$ cat src/rtl/sh7604_bsc_lite.sv
// ---------------------------------------------------------------------------
// sh7604_bsc_lite
// Purpose: DBUS slave of the bus state controller. It turns DBUS requests to
// the external areas (A[31:29] = 000/001) into SRAM-style bus cycles
// T1, Tw*n, T2. It also handles 4-beat long-word bursts and locked
// back-to-back transfers, where chip select stays low between accesses.
//
// Optional feature: define BSC_IDLE_CYCLE_EN to insert one idle CE_R cycle,
// with CS high, when a locked read is followed by a write.
//
// Ports:
//   CLK, RST_N        clock, asynchronous active-low reset
//   CE_R, CE_F        rising / falling phase enables (state moves on CE_R)
//   DBUS_A/DI/BA/WE   request address, write data, byte lanes, direction
//   DBUS_REQ          request valid
//   DBUS_BURST/LOCK   burst beat marker, keep-CS-after-beat marker
//   DBUS_DO           read data (captured on entry to T2)
//   DBUS_WAIT         access not yet complete
//   BSC_ACK           high in T2 of a claimed beat
//   WCR               wait states per area, 2 bits each
//   BUS_ERR           sticky external-wait timeout flag
//   MEM_A/DO/DI       external address / write data / read data
//   MEM_CS_N          per-area chip selects (area = DBUS_A[26:25])
//   MEM_RD_N/WE_N     read strobe, per-lane write strobes
//   MEM_WAIT_N        external wait, honoured only for 3-wait-state areas
//   o_dbg_state       current FSM state (state_t encoding)
//
// Handshake: DBUS_REQ is the master's valid. DBUS_WAIT acts as an inverted
// ready: a beat completes in the cycle where DBUS_REQ=1 and DBUS_WAIT=0,
// which is the T2 cycle. The master samples DBUS_WAIT on CE_F and then
// presents its next beat before the following CE_R.
// ---------------------------------------------------------------------------
module sh7604_bsc_lite #(
  parameter int EXT_AW  = 27,
  parameter int MAX_EXT = 15
) (
  input  logic              CLK,
  input  logic              RST_N,
  input  logic              CE_R,
  input  logic              CE_F,
  input  logic [31:0]       DBUS_A,
  input  logic [31:0]       DBUS_DI,
  output logic [31:0]       DBUS_DO,
  input  logic [3:0]        DBUS_BA,
  input  logic              DBUS_WE,
  input  logic              DBUS_REQ,
  input  logic              DBUS_BURST,
  input  logic              DBUS_LOCK,
  output logic              DBUS_WAIT,
  output logic              BSC_ACK,
  input  logic [7:0]        WCR,
  output logic              BUS_ERR,
  output logic [EXT_AW-1:0] MEM_A,
  output logic [31:0]       MEM_DO,
  input  logic [31:0]       MEM_DI,
  output logic [3:0]        MEM_CS_N,
  output logic              MEM_RD_N,
  output logic [3:0]        MEM_WE_N,
  input  logic              MEM_WAIT_N,
  output logic [2:0]        o_dbg_state
);

  localparam int EXT_W = $clog2(MAX_EXT + 1);

  typedef enum logic [2:0] {
    S_IDLE = 3'd0,
    S_T1   = 3'd1,
    S_TW   = 3'd2,
    S_T2   = 3'd3,
    S_HOLD = 3'd4,
    S_TI   = 3'd5   // read-to-write turnaround, reachable only with BSC_IDLE_CYCLE_EN
  } state_t;

  state_t            r_state;
  state_t            w_state_nxt;
  logic [1:0]        r_area;
  logic [1:0]        r_w;
  logic [1:0]        r_cnt;
  logic [EXT_W-1:0]  r_ext;
  logic [1:0]        r_beat;
  logic              r_we;
  logic [3:0]        r_ba;
  logic              r_burst;
  logic              r_lock;
  logic [EXT_AW-1:0] r_mem_a;
  logic [31:0]       r_mem_do;
  logic [31:0]       r_dbus_do;
  logic              r_bus_err;

  logic              w_hit;
  logic              w_same;
  logic [1:0]        w_wcr_w;
  logic              w_cont;
  logic              w_hold;
  logic              w_latch;
  logic              w_err_set;
  logic              w_we_eff;
  logic              w_cs_act;
  logic              w_strb;
  logic              w_unused;

  // Only the external areas are claimed; everything else belongs to other slaves.
  assign w_hit   = DBUS_REQ & ((DBUS_A[31:29] == 3'b000) | (DBUS_A[31:29] == 3'b001));
  assign w_same  = (DBUS_A[26:25] == r_area);
  assign w_wcr_w = WCR[{DBUS_A[26:25], 1'b0} +: 2];

  // Burst continues only while the master keeps requesting the same area.
  assign w_cont  = r_burst & (r_beat != 2'd3) & w_hit & w_same;
  // Chip select is kept across the gap for a lock, or for a burst whose next
  // beat is not yet presented. A dropped request ends an unlocked burst.
  assign w_hold  = r_lock | (r_burst & (r_beat != 2'd3) & DBUS_REQ);

  // Direction of the beat that the coming CE_R edge leads into.
  assign w_we_eff = w_latch ? DBUS_WE : r_we;

  always_comb begin
    w_state_nxt = r_state;
    w_latch     = 1'b0;
    w_err_set   = 1'b0;
    case (r_state)
      S_IDLE: begin
        if (w_hit) begin
          w_state_nxt = S_T1;
          w_latch     = 1'b1;
        end
      end
      S_T1: begin
        w_state_nxt = (r_w != 2'd0) ? S_TW : S_T2;
      end
      S_TW: begin
        if (r_cnt != 2'd0) begin
          w_state_nxt = S_TW;
        end else if ((r_w == 2'd3) && !MEM_WAIT_N) begin
          // Extension phase. Give up after MAX_EXT extra cycles.
          if (r_ext == EXT_W'(MAX_EXT)) begin
            w_err_set   = 1'b1;
            w_state_nxt = S_T2;
          end
        end else begin
          w_state_nxt = S_T2;
        end
      end
      S_T2: begin
        if (w_cont) begin
          w_latch     = 1'b1;
          w_state_nxt = (r_w != 2'd0) ? S_TW : S_T2;
        end else if (w_hold) begin
          w_state_nxt = S_HOLD;
        end else begin
          w_state_nxt = S_IDLE;
        end
      end
      S_HOLD: begin
        if (w_hit && w_same) begin
          w_latch = 1'b1;
`ifdef BSC_IDLE_CYCLE_EN
          if (DBUS_WE && !r_we) begin
            w_state_nxt = S_TI;
          end else begin
            w_state_nxt = (r_w != 2'd0) ? S_TW : S_T2;
          end
`else
          w_state_nxt = (r_w != 2'd0) ? S_TW : S_T2;
`endif
        end else begin
          w_state_nxt = S_IDLE;
        end
      end
      S_TI: begin
        w_state_nxt = (r_w != 2'd0) ? S_TW : S_T2;
      end
      default: begin
        w_state_nxt = S_IDLE;
      end
    endcase
  end

  always_ff @(posedge CLK or negedge RST_N) begin
    if (!RST_N) begin
      r_state   <= S_IDLE;
      r_area    <= 2'd0;
      r_w       <= 2'd0;
      r_cnt     <= 2'd0;
      r_ext     <= '0;
      r_beat    <= 2'd0;
      r_we      <= 1'b0;
      r_ba      <= 4'd0;
      r_burst   <= 1'b0;
      r_lock    <= 1'b0;
      r_mem_a   <= '0;
      r_mem_do  <= 32'd0;
      r_dbus_do <= 32'd0;
      r_bus_err <= 1'b0;
    end else if (CE_R) begin
      r_state <= w_state_nxt;

      if (w_latch) begin
        r_mem_a  <= DBUS_A[EXT_AW-1:0];
        r_mem_do <= DBUS_DI;
        r_we     <= DBUS_WE;
        r_ba     <= DBUS_BA;
        r_burst  <= DBUS_BURST;
        r_lock   <= DBUS_LOCK;
      end

      // Area and wait count are fixed for the whole chain of beats that
      // starts with this T1, so WCR changes only affect the next T1.
      if ((r_state == S_IDLE) && w_latch) begin
        r_area <= DBUS_A[26:25];
        r_w    <= w_wcr_w;
      end

      if ((r_state == S_T2) && w_latch) begin
        r_beat <= r_beat + 2'd1;
      end else if (w_latch || (r_state == S_T2)) begin
        r_beat <= 2'd0;
      end

      if ((r_state != S_TW) && (w_state_nxt == S_TW)) begin
        r_cnt <= r_w - 2'd1;
        r_ext <= '0;
      end else if (r_state == S_TW) begin
        if (r_cnt != 2'd0) begin
          r_cnt <= r_cnt - 2'd1;
        end else if (w_state_nxt == S_TW) begin
          r_ext <= r_ext + 1'b1;
        end
      end

      if (w_err_set) begin
        r_bus_err <= 1'b1;
      end

      if ((w_state_nxt == S_T2) && !w_we_eff) begin
        r_dbus_do <= MEM_DI;
      end
    end
  end

  // Strobes and selects decode straight from the state register so that an
  // asynchronous reset releases them at once.
  assign w_cs_act = (r_state == S_T1) | (r_state == S_TW) | (r_state == S_T2) |
                    (r_state == S_HOLD);
  assign w_strb   = (r_state == S_TW) | (r_state == S_T2);

  assign MEM_CS_N    = w_cs_act ? ~(4'b0001 << r_area) : 4'hF;
  assign MEM_RD_N    = ~(w_strb & ~r_we);
  assign MEM_WE_N    = (w_strb & r_we) ? ~r_ba : 4'hF;
  assign MEM_A       = r_mem_a;
  assign MEM_DO      = r_mem_do;
  assign DBUS_DO     = r_dbus_do;
  assign BSC_ACK     = (r_state == S_T2);
  assign DBUS_WAIT   = w_hit & (r_state != S_T2);
  assign BUS_ERR     = r_bus_err;
  assign o_dbg_state = r_state;

  // CE_F only matters to the master; A[28:27] lie outside the decoded range.
  assign w_unused = ^{CE_F, DBUS_A[28:27]};

endmodule
$ cat config.mk
export PLATFORM = sky130hd
export DESIGN_NAME = sh7604_bsc_lite
export DESIGN_NICKNAME = d
export VERILOG_FILES = /design/src/rtl/sh7604_bsc_lite.sv
export SDC_FILE = /design/constraint.sdc
export NUM_CORES = 1
export LEC_CHECK = 0
export CORE_MARGIN = 2
export CORE_UTILIZATION = 46
export CTS_BUF_LIST = sky130_fd_sc_hd__clkbuf_2 sky130_fd_sc_hd__clkbuf_4 sky130_fd_sc_hd__clkbuf_8
export CTS_CLUSTER_SIZE = 25
export DETAILED_ROUTE_END_ITERATION = 12
export HOLD_SLACK_MARGIN = 0.06
export PLACE_DENSITY = 0.88
export SETUP_SLACK_MARGIN = 0.05
export SYNTH_ARGS = -nofsm -noshare
export SYNTH_HDL_FRONTEND = slang
export SYNTH_SLANG_ARGS = --single-unit
export TNS_END_PERCENT = 50
$ cat constraint.sdc
create_clock -name CLK -period 4.5 [get_ports CLK]
set_input_delay 0.9 -clock CLK [delete_from_list [all_inputs] [get_ports CLK]]
set_output_delay 0.9 -clock CLK [all_outputs]
set_load 0.02 [all_outputs]
==> results of run 1 <==
==> registers in the layout, indices dropped and copies added, names as in the netlist <==
name	count
MEM_A	27
DBUS_DO	32
r_we	1
r_ba	4
r_cnt	2
r_lock	1
MEM_DO	32
r_beat	2
r_w	2
r_ext	4
BUS_ERR	1
o_dbg_state	3
r_area	2
r_burst	1
==> how the worst max path moves through the flow <==
stage,startpoint,end,slack (ps),depth (start not counted)
global route,DBUS_REQ,DBUS_DO[0]$_DFFE_PN0P_,750,8
global placement,DBUS_REQ,DBUS_DO[0]$_DFFE_PN0P_,610,8
detailed placement,DBUS_REQ,DBUS_DO[1]$_DFFE_PN0P_,580,8
floorplan,DBUS_A[31],DBUS_DO[10]$_DFFE_PN0P_,1490,8
CTS,DBUS_REQ,DBUS_DO[0]$_DFFE_PN0P_,1020,8
finish,DBUS_REQ,DBUS_DO[0]$_DFFE_PN0P_,950,8
==> final cells by class <==
cell class                      instances  area, sq um
Multi-Input combinational cell        196         1900
Sequential cell                       114         2850
Inverter                                7         26.3
Tap cell                              136          170
Clock inverter                         12          180
Timing Repair Buffer                  222         2220
Clock buffer                           20          275
Fill cell                             692         2700
==> cell usage in the layout (no fill, tap or decap), types with 4 or more instances in the layout <==
cell	n
clkdlybuf4s50_1	217
clkbuf_8	20
nand2_1	16
mux2_4	30
clkinv_4	4
nor2_1	7
nand3_1	6
bufinv_16	4
a21oi_1	6
nor3_1	4
dfrtp_1	114
mux2_2	71
inv_1	7
buf_4	4
o21ai_0	4
nand4_1	4
==> worst reg2reg max path: stages (launching register included) <==
cell and delay, ps:
dfrtp_1 530, or3b_1 500, a2111oi_0 450, a211oi_1 190
and2_4 190, or3_2 430, buf_4 320, mux2_1 410
==> where the power goes <==
part / switching [mW] / total (mW) / internal [mW]
Clock: 0.422 / 1.07 / 0.649
Combinational: 1.16 / 2.57 / 1.41
Sequential: 0.308 / 1.82 / 1.51
Total: 1.89 / 5.46 / 3.57
==> layer usage <==
metal	routed length, microns	part of all wire (%)	vias up	GRT usage [%]
met1	4440	35	1735	23.0
met4	211	1.7	0	7.51
met2	6720	54	144	40.8
met3	1180	9.4	18	11.6
met5	0	0	-	0
li1	-	-	1642	-
==> per-stage QoR <==
step	utilization, %	instance area [sq um]	worst slack, ps
after floorplan	-	4880	1490
after global placement	69.4	7170	610
after detailed placement	69.4	7170	579
after CTS	73.9	7620	1020
after global routing	73.9	7620	745
final	73.9	7620	955
==> logic make-up (layout without fill, tap and decap cells) <==
family / Yosys count / in the layout / share of synthesized area, %
AOI/OAI and AO/OA: 27 / 27 / 3.90
muxes: 106 / 106 / 27.2
DFF: 114 / 114 / 58.5
xor gates and xnor gates: 5 / 5 / 0.898
and+or+nand+nor: 56 / 56 / 6.31
adders and majority gates: 2 / 2 / 0.513
buffers and inverters: 22 / 261 / 2.67
==> impl_metrics.toml, run 1 <==
[status]
status = "completed"

[yosys]
synthArstFlopShare_pct = 100
synth_top_area_share_pct = 58.5
postSynthAreaPerCell_sq_um = 14.7
synth_top_area_cell = "dfrtp_1"
synth_common_cells = "114 x dfrtp_1, 71 x mux2_2, 30 x mux2_4"
yosysMostFrequentCell = "dfrtp_1"
synth_nets = 451
yosysSeqAreaShare_pct = 58.5
ys_warn_count = 0
ys_ff_latch = 114
syn-instance-count = 332
synth_area_sq_mm = 0.00488
synth_cell_types = 48
ys.flop_type = "dfrtp_1"
synth_edf_count = 0
yosys-top-cells-area = "dfrtp_1 58%, mux2_2 16%, mux2_4 9.2%"

[timing]
relSlewSlack_pct = 30.5
final-setup-viol-count = 0
fmaxAchievable_ghz = 0.282
worst_pin_slew_ps = 1040
period_needed_ps = 3550
holdWs_ps = 487
hold_viol_final = 0
setup_tns_ps = 0
slew_viol_final = 0
fin_crit_sh_pct = 78.8
rsz0062_at_grt = "no"
finClkSkew_ps = 10.9

[global_routing]
grt_max_degree = 84
grt_first_pass_wirelength_microns = 19800
antenna_found_initial = 0
grt_overflow_total = 0
first_global_vias = 3946
grt_usage_pct = 22.9

[clocking]
clk_latency_ps = 430
cts.htree.levels = 4
cts_setup_buffers = 0
cts.sinks = 114
numCtsBuffers = 17
cts-root-buf = "clkbuf_8"
cts_hold_buf = 0
clk_pin_slew_worst_paths_ps = 70
clockBufferDepth = 2
cts_resized = 0
cts_tree = "done"

[worst_setup_path]
cp.required_ps = 4800
cp_max_fo = 32
slowest_delay_ps = 500
crit_slowest_cell = "clkdlybuf4s50_1"
crit_arrival_ps = 3850
reg2reg_from = "o_dbg_state[2]$_DFFE_PN0P_"
path_buf_inv = 2
ff2ff_setup_slack_ps = 1370
crit_path_end_kind = "flip-flop"
cp-start-kind = "input pin"
critical-path-top-delay-family = "simple AND/OR/NAND/NOR gates"
crit_type = "in -> reg"
reg2reg_depth = 7
r2r-end = "DBUS_DO[0]$_DFFE_PN0P_"
cp_cell_sequence = "clkdlybuf4s50_1, nor3b_1, nand3_1, or4_4, and2_4, or3_2, buf_4, mux2_1"

[placement]
hpwl_microns = 9230
io_buffer_count = 218
place_congestion = 0.852
dp.cells = 675

[floorplan]
ios = 223
fp.dieW_microns = 107
row_count = 37
start_util_pct = 47.3
core_sq_mm = 0.0103
die-area_sq_mm = 0.0114
fp.dieH_microns = 107

[pwr]
ir_worst_vdd_v = 0.000504
power_density_mw_per_mm2 = 717
p_leak_nw = 3.35
total_power_mw = 5.46

[drt]
dr.pass1.iters = 4
viasPerCell = 5.01
via_count = 3539
dr.first_iter.drc_count = 140
finalWirelength_microns = 12500
drc = 0
routedWlPerCell_microns = 17.7
antenna_left = 0

[finish]
nets = 677
n_antenna_cell = 0
area_delta_synth_final_pct = 56.3
fin_cells = 707
drive_above_1_share_pct = 25.4

[hold_path]
worstHoldPathType = "reg -> reg"
hold_depth = 2
worstHoldStart = "BUS_ERR$_DFFE_PN0P_"
hold_end = "BUS_ERR$_DFFE_PN0P_"

[run]
drv_cap = 0
(Power assumes the default switching activity.)
==> inputs of run 2 (changes only) <==
--- a/config.mk
+++ b/config.mk
@@ -6,12 +6,12 @@
 export NUM_CORES = 1
 export LEC_CHECK = 0
 export CORE_MARGIN = 2
-export CORE_UTILIZATION = 46
+export CORE_UTILIZATION = 43
 export CTS_BUF_LIST = sky130_fd_sc_hd__clkbuf_2 sky130_fd_sc_hd__clkbuf_4 sky130_fd_sc_hd__clkbuf_8
 export CTS_CLUSTER_SIZE = 25
 export DETAILED_ROUTE_END_ITERATION = 12
 export HOLD_SLACK_MARGIN = 0.06
-export PLACE_DENSITY = 0.88
+export PLACE_DENSITY = 0.83
 export SETUP_SLACK_MARGIN = 0.05
 export SYNTH_ARGS = -nofsm -noshare
 export SYNTH_HDL_FRONTEND = slang
==> constraint.sdc (replaced) <==
create_clock -name CLK -period 3.52 [get_ports CLK]
set_input_delay 0.704 -clock CLK [delete_from_list [all_inputs] [get_ports CLK]]
set_output_delay 0.704 -clock CLK [all_outputs]
set_load 0.02 [all_outputs]
==> run 2 against run 1 <==
  * Worst setup slack got worse by 450 ps
  * Core utilization decreased by 3.6 points
  * First-iteration DRC count increased by 14%
  * Global-route usage decreased by 0.93 points
  * Combinational power increased by 30%
  * Critical path depth decreased by 1
  * Non-clock buffer count increased by 8
==> impl_metrics.toml, run 2 (synthesis results as in run 1) <==
[status]
status = "completed"

[clocking]
cts-root-buf = "clkbuf_8"
cts_tree = "done"
clk_latency_ps = 440
numCtsBuffers = 17
cts_setup_buffers = 0
clockBufferDepth = 2
clk_pin_slew_worst_paths_ps = 70
cts_hold_buf = 0
cts.sinks = 114
cts.htree.levels = 4
cts_resized = 0

[worst_setup_path]
cp.required_ps = 3840
slowest_delay_ps = 530
crit_path_end_kind = "flip-flop"
cp_max_fo = 27
cp_cell_sequence = "and3b_1, a22oi_2, or4_4, and2_4, or3_2, buf_12, mux2_1"
cp-start-kind = "flip-flop"
crit_slowest_cell = "dfrtp_1"
crit_type = "reg -> reg"
crit_arrival_ps = 3340

[placement]
place_congestion = 0.872
hpwl_microns = 9460
dp_slack_ps = 80.1
io_buffer_count = 218

[pwr]
ir_worst_vdd_v = 0.000602
p_leak_nw = 3.38
power_density_mw_per_mm2 = 902

[timing]
finClkSkew_ps = 7.40
worst_pin_slew_ps = 735
fmaxAchievable_ghz = 0.332
period_needed_ps = 3020
fin_crit_sh_pct = 85.7
hold_viol_final = 0
rsz0062_at_grt = "no"
relSlewSlack_pct = 51.0
setup_tns_ps = 0
setup_ws_ps = 504
final-setup-viol-count = 0
slew_viol_final = 0

[drt]
via_count = 3630
dr.pass1.iters = 4
antenna_left = 0
routedWlPerCell_microns = 17.8
dr.first_iter.drc_count = 159
viasPerCell = 5.05
finalWirelength_microns = 12800
drc = 0

[run]
drv_cap = 0

[floorplan]
die-area_sq_mm = 0.0122
core_sq_mm = 0.0109
fp.dieH_microns = 111
fp.dieW_microns = 111
start_util_pct = 44.6
ios = 223
row_count = 38

[global_routing]
grt_first_pass_wirelength_microns = 21100
grt_usage_pct = 21.9
grt_max_degree = 60
grt_overflow_total = 0
first_global_vias = 4062
antenna_found_initial = 0

[finish]
fill_cells = 759
nets = 685
n_antenna_cell = 0
area_delta_synth_final_pct = 57.5
mostFrequentLayoutCells = "217 x clkdlybuf4s50_1, 114 x dfrtp_1, 71 x mux2_2"
drive_above_1_share_pct = 26.4
utilization_pct = 70.3
final_common_cell = "clkdlybuf4s50_1"

[hold_path]
worstHoldPathType = "in -> async"
-- run 2: changes by cell type in the layout (fill, tap and decap cells not counted), sizes merged --
cell,previous run,this run
inv,7,8
bufinv,4,3
clkinvlp,2,4
clkbuf,20,18
buf,5,13
-- run 2: report_power, final --
group / total, mW / switching (mW) / internal, mW
Sequential: 2.33 / 0.391 / 1.93
Clock: 1.27 / 0.552 / 0.713
Combinational: 3.34 / 1.50 / 1.83
-- run 2: worst paths after layout --
path / startpoint / endpoint / slack [ps] / cells after the start
worst max-delay path: o_dbg_state[2]$_DFFE_PN0P_ / DBUS_DO[0]$_DFFE_PN0P_ / 500 / 7
worst min-delay path: RST_N / DBUS_DO[18]$_DFFE_PN0P_ / 310 / 1
worst max register to register: o_dbg_state[2]$_DFFE_PN0P_ / DBUS_DO[0]$_DFFE_PN0P_ / 500 / 7
worst min register to register: BUS_ERR$_DFFE_PN0P_ / BUS_ERR$_DFFE_PN0P_ / 490 / 2
max in group asynchronous: RST_N / MEM_A[7]$_DFFE_PN0P_ / 2440 / 2
min in group CLK: BUS_ERR$_DFFE_PN0P_ / BUS_ERR$_DFFE_PN0P_ / 490 / 2
-- run 2: area by class of cell --
type / count / area, sq um / area share [%]
Clock buffer: 18 / 248 / 3.22
Multi-Input combinational cell: 196 / 1900 / 24.7
Sequential cell: 114 / 2850 / 37.1
Inverter: 7 / 26.3 / 0.342
Tap cell: 140 / 175 / 2.28
Timing Repair Buffer: 230 / 2320 / 30.2
Clock inverter: 14 / 163 / 2.12
-- run 2: worst max-delay path, delay by kind of cell, from the launching register on --
family	cells	cell delay, ps
AOI/OAI and AO/OA	1	120
muxes	1	330
and+or+nand+nor	4	1700
buffers and inverters	1	220
DFF	1	530
-- run 2: layer usage --
layer / up-vias / part of all wire (%) / GRT usage (%)
met1: 1774 / 38 / 24.1
met2: 163 / 51 / 37.7
met4: 0 / 2.5 / 9.75
li1: 1668 / - / -
met3: 25 / 7.8 / 8.40
met5: - / 0 / 0
-- run 2: metrics by stage --
step                      std cells  hold slack (ps)  power, mW  instance area [sq um]
final                           719              308       6.93                   7680
after CTS                       719              327       7.00                   7680
after global routing            719              356       7.30                   7680
after detailed placement        687              472       5.68                   7270
after floorplan                 332              408       4.05                   4880
after global placement          687              455       5.55                   7270
==> inputs of run 3 (changes only) <==
--- a/config.mk
+++ b/config.mk
@@ -5,10 +5,10 @@
 export SDC_FILE = /design/constraint.sdc
 export NUM_CORES = 1
 export LEC_CHECK = 0
+export CAP_MARGIN = 0
 export CORE_MARGIN = 2
 export CORE_UTILIZATION = 43
 export CTS_BUF_LIST = sky130_fd_sc_hd__clkbuf_2 sky130_fd_sc_hd__clkbuf_4 sky130_fd_sc_hd__clkbuf_8
-export CTS_CLUSTER_SIZE = 25
 export DETAILED_ROUTE_END_ITERATION = 12
 export HOLD_SLACK_MARGIN = 0.06
 export PLACE_DENSITY = 0.83
==> results of run 3 <==
Final layout, timing and power as in run 2 (identical DEF).
